===== src/rtl/mux4_rr_arbiter_if.sv =====
// Bundle of request, data and grant signals shared by the four sources and the mux4 round-robin arbiter.
interface mux4_rr_arbiter_if;
    logic [3:0] req;
    logic [3:0] in;
    logic [3:0] gnt;
    logic [1:0] sel;
    logic       q;
    logic       valid;

    modport master (output req, in, input gnt, sel, q, valid);
    modport slave  (input req, in, output gnt, sel, q, valid);
endinterface


===== src/rtl/mux4_rr_arbiter.sv =====
// Round-robin arbiter and select sequencer for a 4:1 single-bit mux with bounded grant hold.
// Define MUXARB_HOLD_EN to let an owner keep the grant for up to MAX_HOLD cycles; otherwise it re-arbitrates every cycle.
module mux4_rr_arbiter #(
    parameter int unsigned MAX_HOLD = 4
) (
    input  logic              clk,
    input  logic              rst,
    mux4_rr_arbiter_if.slave  bus
);

    localparam int unsigned N     = 4;
    localparam int unsigned IDX_W = 2;

`ifdef MUXARB_HOLD_EN
    localparam int unsigned CNT_W      = 4;
    localparam int unsigned HOLD_LIMIT = (MAX_HOLD < 1) ? 1 : ((MAX_HOLD > 15) ? 15 : MAX_HOLD);
`else
    // MAX_HOLD is ignored here: every grant lasts exactly one cycle.
    localparam int unsigned HOLD_LIMIT = (MAX_HOLD >= 1) ? 1 : 1;
`endif

    typedef enum logic {
        S_IDLE,
        S_GRANT
    } state_t;

    state_t             r_state;
    state_t             w_nxt_state;
    logic [N-1:0]       r_gnt;
    logic [N-1:0]       w_nxt_gnt;
    logic [IDX_W-1:0]   r_sel;
    logic [IDX_W-1:0]   w_nxt_sel;
    logic [IDX_W-1:0]   r_last;
    logic [IDX_W-1:0]   w_nxt_last;
    logic [IDX_W-1:0]   w_win;
    logic [IDX_W-1:0]   w_idx;
    logic               w_any;
    logic               w_keep;
    logic               w_valid;
`ifdef MUXARB_HOLD_EN
    logic [CNT_W-1:0]   r_cnt;
    logic [CNT_W-1:0]   w_nxt_cnt;
`endif

    // Search order last+1, last+2, last+3, last; scanning backwards lets the earliest hit win.
    always_comb begin
        w_win = '0;
        w_any = 1'b0;
        w_idx = '0;
        for (int k = N; k >= 1; k--) begin
            w_idx = r_last + IDX_W'(k);
            if (bus.req[w_idx]) begin
                w_win = w_idx;
                w_any = 1'b1;
            end
        end
    end

`ifdef MUXARB_HOLD_EN
    assign w_keep = (r_state == S_GRANT) && bus.req[r_sel] && (r_cnt < CNT_W'(HOLD_LIMIT));
`else
    assign w_keep = (r_state == S_GRANT) && bus.req[r_sel] && (HOLD_LIMIT > 1);
`endif

    // Next-state and next-grant logic; the owner index always equals r_sel while granted.
    always_comb begin
        w_nxt_state = r_state;
        w_nxt_gnt   = r_gnt;
        w_nxt_sel   = r_sel;
        w_nxt_last  = r_last;
`ifdef MUXARB_HOLD_EN
        w_nxt_cnt   = r_cnt;
`endif
        if (w_keep) begin
            w_nxt_state = S_GRANT;
`ifdef MUXARB_HOLD_EN
            w_nxt_cnt   = r_cnt + CNT_W'(1);
`endif
        end else if (w_any) begin
            w_nxt_state       = S_GRANT;
            w_nxt_gnt         = '0;
            w_nxt_gnt[w_win]  = 1'b1;
            w_nxt_sel         = w_win;
            w_nxt_last        = w_win;
`ifdef MUXARB_HOLD_EN
            w_nxt_cnt         = CNT_W'(1);
`endif
        end else begin
            w_nxt_state = S_IDLE;
            w_nxt_gnt   = '0;
`ifdef MUXARB_HOLD_EN
            w_nxt_cnt   = '0;
`endif
        end
    end

    always_ff @(posedge clk or posedge rst) begin
        if (rst) begin
            r_state <= S_IDLE;
            r_gnt   <= '0;
            r_sel   <= '0;
            r_last  <= IDX_W'(3);
`ifdef MUXARB_HOLD_EN
            r_cnt   <= '0;
`endif
        end else begin
            r_state <= w_nxt_state;
            r_gnt   <= w_nxt_gnt;
            r_sel   <= w_nxt_sel;
            r_last  <= w_nxt_last;
`ifdef MUXARB_HOLD_EN
            r_cnt   <= w_nxt_cnt;
`endif
        end
    end

    // Data is never registered: q tracks in[sel] combinationally while a grant is live.
    assign w_valid   = |r_gnt;
    assign bus.gnt   = r_gnt;
    assign bus.sel   = r_sel;
    assign bus.valid = w_valid;
    assign bus.q     = w_valid & bus.in[r_sel];

endmodule


===== src/flat_wrapper.sv =====
// flat-port wrapper written by rule: the top's interface ports become plain ports
module mux4_rr_arbiter_flat 
#(
    parameter int unsigned MAX_HOLD = 4
)
  (clk, rst, bus_req, bus_in, bus_gnt, bus_sel, bus_q, bus_valid);
  mux4_rr_arbiter_if bus_i ();
  input  logic clk;
  input  logic rst;
  input wire logic [$bits(bus_i.req)-1:0] bus_req;
  input wire logic [$bits(bus_i.in)-1:0] bus_in;
  output wire logic [$bits(bus_i.gnt)-1:0] bus_gnt;
  output wire logic [$bits(bus_i.sel)-1:0] bus_sel;
  output wire logic [$bits(bus_i.q)-1:0] bus_q;
  output wire logic [$bits(bus_i.valid)-1:0] bus_valid;
  assign bus_i.req = bus_req;
  assign bus_i.in = bus_in;
  assign bus_gnt = bus_i.gnt;
  assign bus_sel = bus_i.sel;
  assign bus_q = bus_i.q;
  assign bus_valid = bus_i.valid;
  mux4_rr_arbiter #(.MAX_HOLD(MAX_HOLD)) u_core (.clk(clk), .rst(rst), .bus(bus_i));
endmodule

===== config.mk =====
export PLATFORM = sky130hd
export DESIGN_NAME = mux4_rr_arbiter_flat
export DESIGN_NICKNAME = d
export VERILOG_FILES = /design/src/rtl/mux4_rr_arbiter_if.sv /design/src/rtl/mux4_rr_arbiter.sv /design/src/flat_wrapper.sv
export SDC_FILE = /design/constraint.sdc
export NUM_CORES = 1
export LEC_CHECK = 0
export BUFFER_PORTS_ARGS = -buffer_cell sky130_fd_sc_hd__buf_2
export CAP_MARGIN = 20
export CORE_MARGIN = 2
export CORE_UTILIZATION = 34
export DETAILED_ROUTE_END_ITERATION = 6
export HOLD_SLACK_MARGIN = 0.1
export PLACE_DENSITY_LB_ADDON = 0.25
export SYNTH_ARGS = -nofsm -noshare
export SYNTH_HDL_FRONTEND = slang
export SYNTH_SLANG_ARGS = --single-unit

===== constraint.sdc =====
create_clock -name clk -period 1.33 [get_ports clk]
set_input_delay 0.1995 -clock clk [delete_from_list [all_inputs] [get_ports clk]]
set_output_delay 0.1995 -clock clk [all_outputs]
set_load 0.02 [all_outputs]

After elaboration in Yosys (flattened, before gate mapping)
Index checks and enable logic that the tools add are counted.
Widths: inputs -> output; s select.
{ "word_totals": {"ramBits": 0, "latch_bits": 0, "rom_bits": 0, "register_bits": 8, "out_inout_bits": 8, "n_memories": 0, "inputBits": 10} }
{ "op_classes": {"mul": 0, "n_mux": 21, "n_div": 0, "bitwise_logic": 1, "shift": 0, "n_addsub": 3, "n_lt_le_gt_ge": 7, "reduce_logical": 2, "eq_ne": 0} }
{ "op_table": {"columns": ["operator", "count"], "rows": [
  ["$lt 2x3->1 const B", 6],
  ["$bmux 1 s2", 5],
  ["$mux 1", 10],
  ["$mux 2", 4],
  ["$add 2x2->2 const B", 2],
  ["$mux 4", 1],
  ["$reduce_or 4->1", 1],
  ["$add 2x1->2 const B", 1],
  ["$demux 1 s2", 1],
  ["$ge 2x1->1 const B", 1],
  ["$and 1x1->1", 1],
  ["$logic_and 1x1->1", 1]
]} }

Depth between registers and ports, before layout
{ "logic_depth": {"word_depth": 11, "depth_mapped": 4, "depth_no_buf": 4} }

Worst setup path after synthesis
No wires, ideal clock.
{ "synth_timing": {"path_type": "reg2out", "start": "register u_core.r_gnt[1] (netlist: u_core.bus.gnt[1])", "end": "output bus_q", "arrival_time_ps": 1357, "required_ps": 1131, "path_slack_ps": -227, "stages_incl_launch_ff": 3, "path_cell_list": "dfrtp_1 or4_1 and2_1"} }
{ "synth_via": {"elab_chain_len": 2} }
{ "synth_lines": {"columns": ["item", "line_no", "text"], "rows": [
  ["start: declaration", "mux4_rr_arbiter.sv:29", "logic [N-1:0] r_gnt;"],
  ["start signal: assignment", "mux4_rr_arbiter.sv:108", "r_gnt <= w_nxt_gnt;"],
  ["$reduce_or 4->1", "mux4_rr_arbiter.sv:118", "assign w_valid = |r_gnt;"],
  ["net bus_valid", "flat_wrapper.sv:15", "output wire logic [$bits(bus_i.valid)-1:0] bus_valid;"],
  ["$and 1x1->1", "mux4_rr_arbiter.sv:122", "assign bus.q = w_valid & bus.in[r_sel];"],
  ["end: declaration", "flat_wrapper.sv:14", "output wire logic [$bits(bus_i.q)-1:0] bus_q;"]
]} }
The timed path passes the listed nets, and every way through them passes these cells.

Worst setup path after layout
{ "layout_timing": {"start": "register u_core.r_gnt[1] (netlist: u_core.bus.gnt[1])", "end": "output bus_q"} }
{ "layout_via": {"elab_chain_len": 2} }
{ "layout_lines": {"columns": ["item", "line_no"], "rows": [
  ["$reduce_or 4->1", "mux4_rr_arbiter.sv:118"],
  ["$and 1x1->1", "mux4_rr_arbiter.sv:122"]
]} }
No other way between the ends.

==> reports/results.tsv <==
stage	metric	value	unit
synthesis	xor/xnor share of the synthesized area	0	%
synthesis	Syn. warnings	0	
routing	WL final	855	um
synthesis	number of distinct library cells after synthesis	26	
synthesis	synthesized area per cell	11.72	um2
power	Leak Pwr	0.2815	nW
cts	Max clock buf depth	2	
timing	Achievable Freq	603.4	MHz
grt	global route total overflow	0	
timing	setup slack after layout	-0.3272	ns
grt	routing usage on met1	14.09	%
synthesis	ys flop type	dfrtp_1	
worst_setup_path	CP max stage cell	or4_4	
cts	CTS buffer count	3	
worst_setup_path	Worst R2R Path Depth	4	
die	IO Count	18	
die	core area	1269	um2
grt	initial antenna violation count	0	
finish	Nets	71	
routing	Routed Antenna Nets	0	
routing	drc violations	0	
placed_design	Placed Cells	70	
grt	vias in the first global route	335	
synthesis	Post-synth EDFFs	0	
grt	largest net degree at the start of global routing	10	
die	Initial Util	35.11	%
grt	Tot GR Track Use	12.98	%
outcome	violated checks	setup timing	
min_path	Hold Crit Class	in2reg	
cts	clock root buffer	clkbuf_4	
min_path	Hold Path Sink	u_core.bus.gnt[1]	
timing	Tmin final	1.657	ns
grt	global-route wire length before repair	1297	um
worst_setup_path	worst r2r src	u_core.r_last[0]	
synthesis	Post-Syn Area	445.4	um2
synthesis	multiplexer share of the synthesized area	5.899	%
worst_setup_path	crit-path max cell delay	0.53	ns
synthesis	flop and latch count out of synthesis	8	
cts	clock transition at the registers of the reported paths	0.06	ns
job	max_cap viols	0	
worst_setup_path	crit path capture type	primary output	
synthesis	Syn Inst Count	38	
synthesis	Post-Synth Simple-Gate Area	24.44	%
finish	diodes inserted	0	
worst_setup_path	Crit Path Category	reg2out	
timing	RSZ-0062 raised after global routing	yes	
cts	CTS tree	done	
die	Die Y	40.20	um
worst_setup_path	r2r endpoint	u_core.bus.sel[1]	
finish	layout cells sized above 1	58.33	%
finish	area grow syn2layout	34.83	%
timing	Worst Skew	0.01298	ns
timing	Slew @ Worst Pin	0.3026	ns
placed_design	RePlAce Congestion	0.7930	
routing	vias per cell	5.080	
placed_design	Buffers on Ports	17	
routing	Via Count	381	
synthesis	main combinational cell family by area after synthesis	simple AND/OR/NAND/NOR gates	
routing	TritonRoute pass-1 iters	4	
cts	clock sink count	8	
placed_design	Area after DPL	558.0	um2
die	Die ar.	1616	um2
power	Pwr Density	2333	nW/um2
worst_setup_path	WP data required	1.13	ns
worst_setup_path	data arrival time of the worst path	1.46	ns
outcome	status	complete, but fails checks	
worst_setup_path	crit-path max FO	2	
cts	Clk Latency, worst-skew pair	0.25	ns
min_path	Hold Crit Start	bus_req[1]	
worst_setup_path	critical path, cell by cell	or4_4, and2_4, buf_6	
routing	initial DRC count	8	
timing	setup tns final	-0.5361	ns
finish	commonest non-fill, non-tap cells in the layout	buf_2 (16), nor2_1 (4), dfrtp_1 (4)	
finish	design area	600.6	um2
synthesis	Post-synth ARST share	100.0	%
power	Worst VDD drop	0.0009694	V
die	# rows	13	
min_path	hold-critical path depth	3	
finish	most common cell after layout, fill and taps aside	buf_2	
timing	Final Setup Violations	2	
grt	M3 GR Usage	10.00	%
worst_setup_path	Reg2Reg Setup Slack	0.07	ns
synthesis	Seq/Total Area, Yosys	45.51	%
timing	fin. max-slew vios	0	
cts	Setup Fix Bufs, Post-CTS	0	
synthesis	Synth Area in Compound Gates	20.79	%
timing	Slew HR	79.75	%
die	Chip Width	40.20	um
cts	H-Tree Depth	1	
worst_setup_path	Critical Path Start Type	flop	
grt	grt met2 use	20.16	%
synthesis	synthesized-area fraction occupied by adder cells	0	%
grt	Top Usage Layer GRT	met2	
synthesis	Post-Syn Nets	48	
finish	Non-Filler Instances	75	
routing	WL/cell	11.40	um
timing	Fin. Hold Viols	0	
placed_design	hpwl dp	692.1	um
timing	Tcrit/Tclk final	124.6	%
[logic make-up after synthesis]
logic type	Yosys count
DFF	8
muxes	1
buffers and inverters	3
and+or+nand+nor	16
AOI/OAI and AO/OA	10
[Yosys cell counts (2+ instances only)]
cell type / instances / area (um2)
dfstp_2: 2 / 52.55
inv_1: 2 / 7.510
nor2_1: 4 / 15.01
dfrtp_1: 6 / 150.1
o22ai_1: 2 / 12.51
nand2_1: 2 / 7.510
[report_power, final]
group | switching [W] | internal [W] | total, W
combinational | 0.000358 | 0.000365 | 0.000723
clock | 0.0000798 | 0.000115 | 0.000194
sequential | 0.000106 | 0.000378 | 0.000484
total | 0.000543 | 0.000858 | 0.00140
[layer usage]
metal,vias to the layer above,share of wire [%]
met4,0,0
li1,184,-
met1,177,42
met3,0,9.5
met2,20,48
met5,-,0
[sequential cells by signal, indices dropped and copies added, names as in the netlist]
| name | cells |
|---|---|
| u_core.r_last | 2 |
| u_core.bus.gnt | 4 |
| u_core.bus.sel | 2 |
[layout make-up]
class,count,area (um2)
multi-input combinational,27,234.0
clock buffer,4,26.28
sequential,8,205.2
inverter,2,7.507
tap,15,18.77
timing repair buffer,19,108.9
fill,127,668.1
[through the flow]
| stage | power (W) | setup slack (ns) | utilization (%) | hold WS [ns] |
|---|---|---|---|---|
| 2_1_floorplan | 0.001001 | -0.08043 | - | 0.01359 |
| 3_3_place_gp | 0.001180 | -0.05670 | 43.98 | 0.1533 |
| 3_5_place_dp | 0.001186 | -0.07206 | 43.98 | 0.1517 |
| 4_1_cts | 0.001419 | -0.3358 | 47.34 | 0.2547 |
| 5_1_grt | 0.001512 | -0.3657 | 47.34 | 0.2751 |
| 6_report | 0.001401 | -0.3272 | 47.34 | 0.2708 |
[critical path, delay by kind of cell, from the launching register on]
kind	cells	cell delay [ns]
and+or+nand+nor	2	0.70
buffers and inverters	1	0.12
DFF	1	0.38
[timing repair]
item,CTS,global route
hold endpoints to repair,6,0
hold buffers,1,0
endpoints found under the setup margin,2,2
gates resized for setup,2,0
pin swaps,0,2
[worst max-delay path by stage]
| stage | endpoint | slack (ns) | cells past startpoint | startpoint |
|---|---|---|---|---|
| floorplan | bus_q | -0.08 | 2 | u_core.bus.gnt[2] |
| global placement | bus_q | -0.06 | 3 | u_core.bus.sel[0] |
| detailed placement | bus_q | -0.07 | 3 | u_core.bus.gnt[2] |
| CTS | bus_q | -0.34 | 3 | u_core.bus.gnt[2] |
| global route | bus_q | -0.37 | 3 | u_core.bus.gnt[1] |
| finish | bus_q | -0.33 | 3 | u_core.bus.gnt[1] |
No activity file was read; power rests on OpenSTA's default activity.
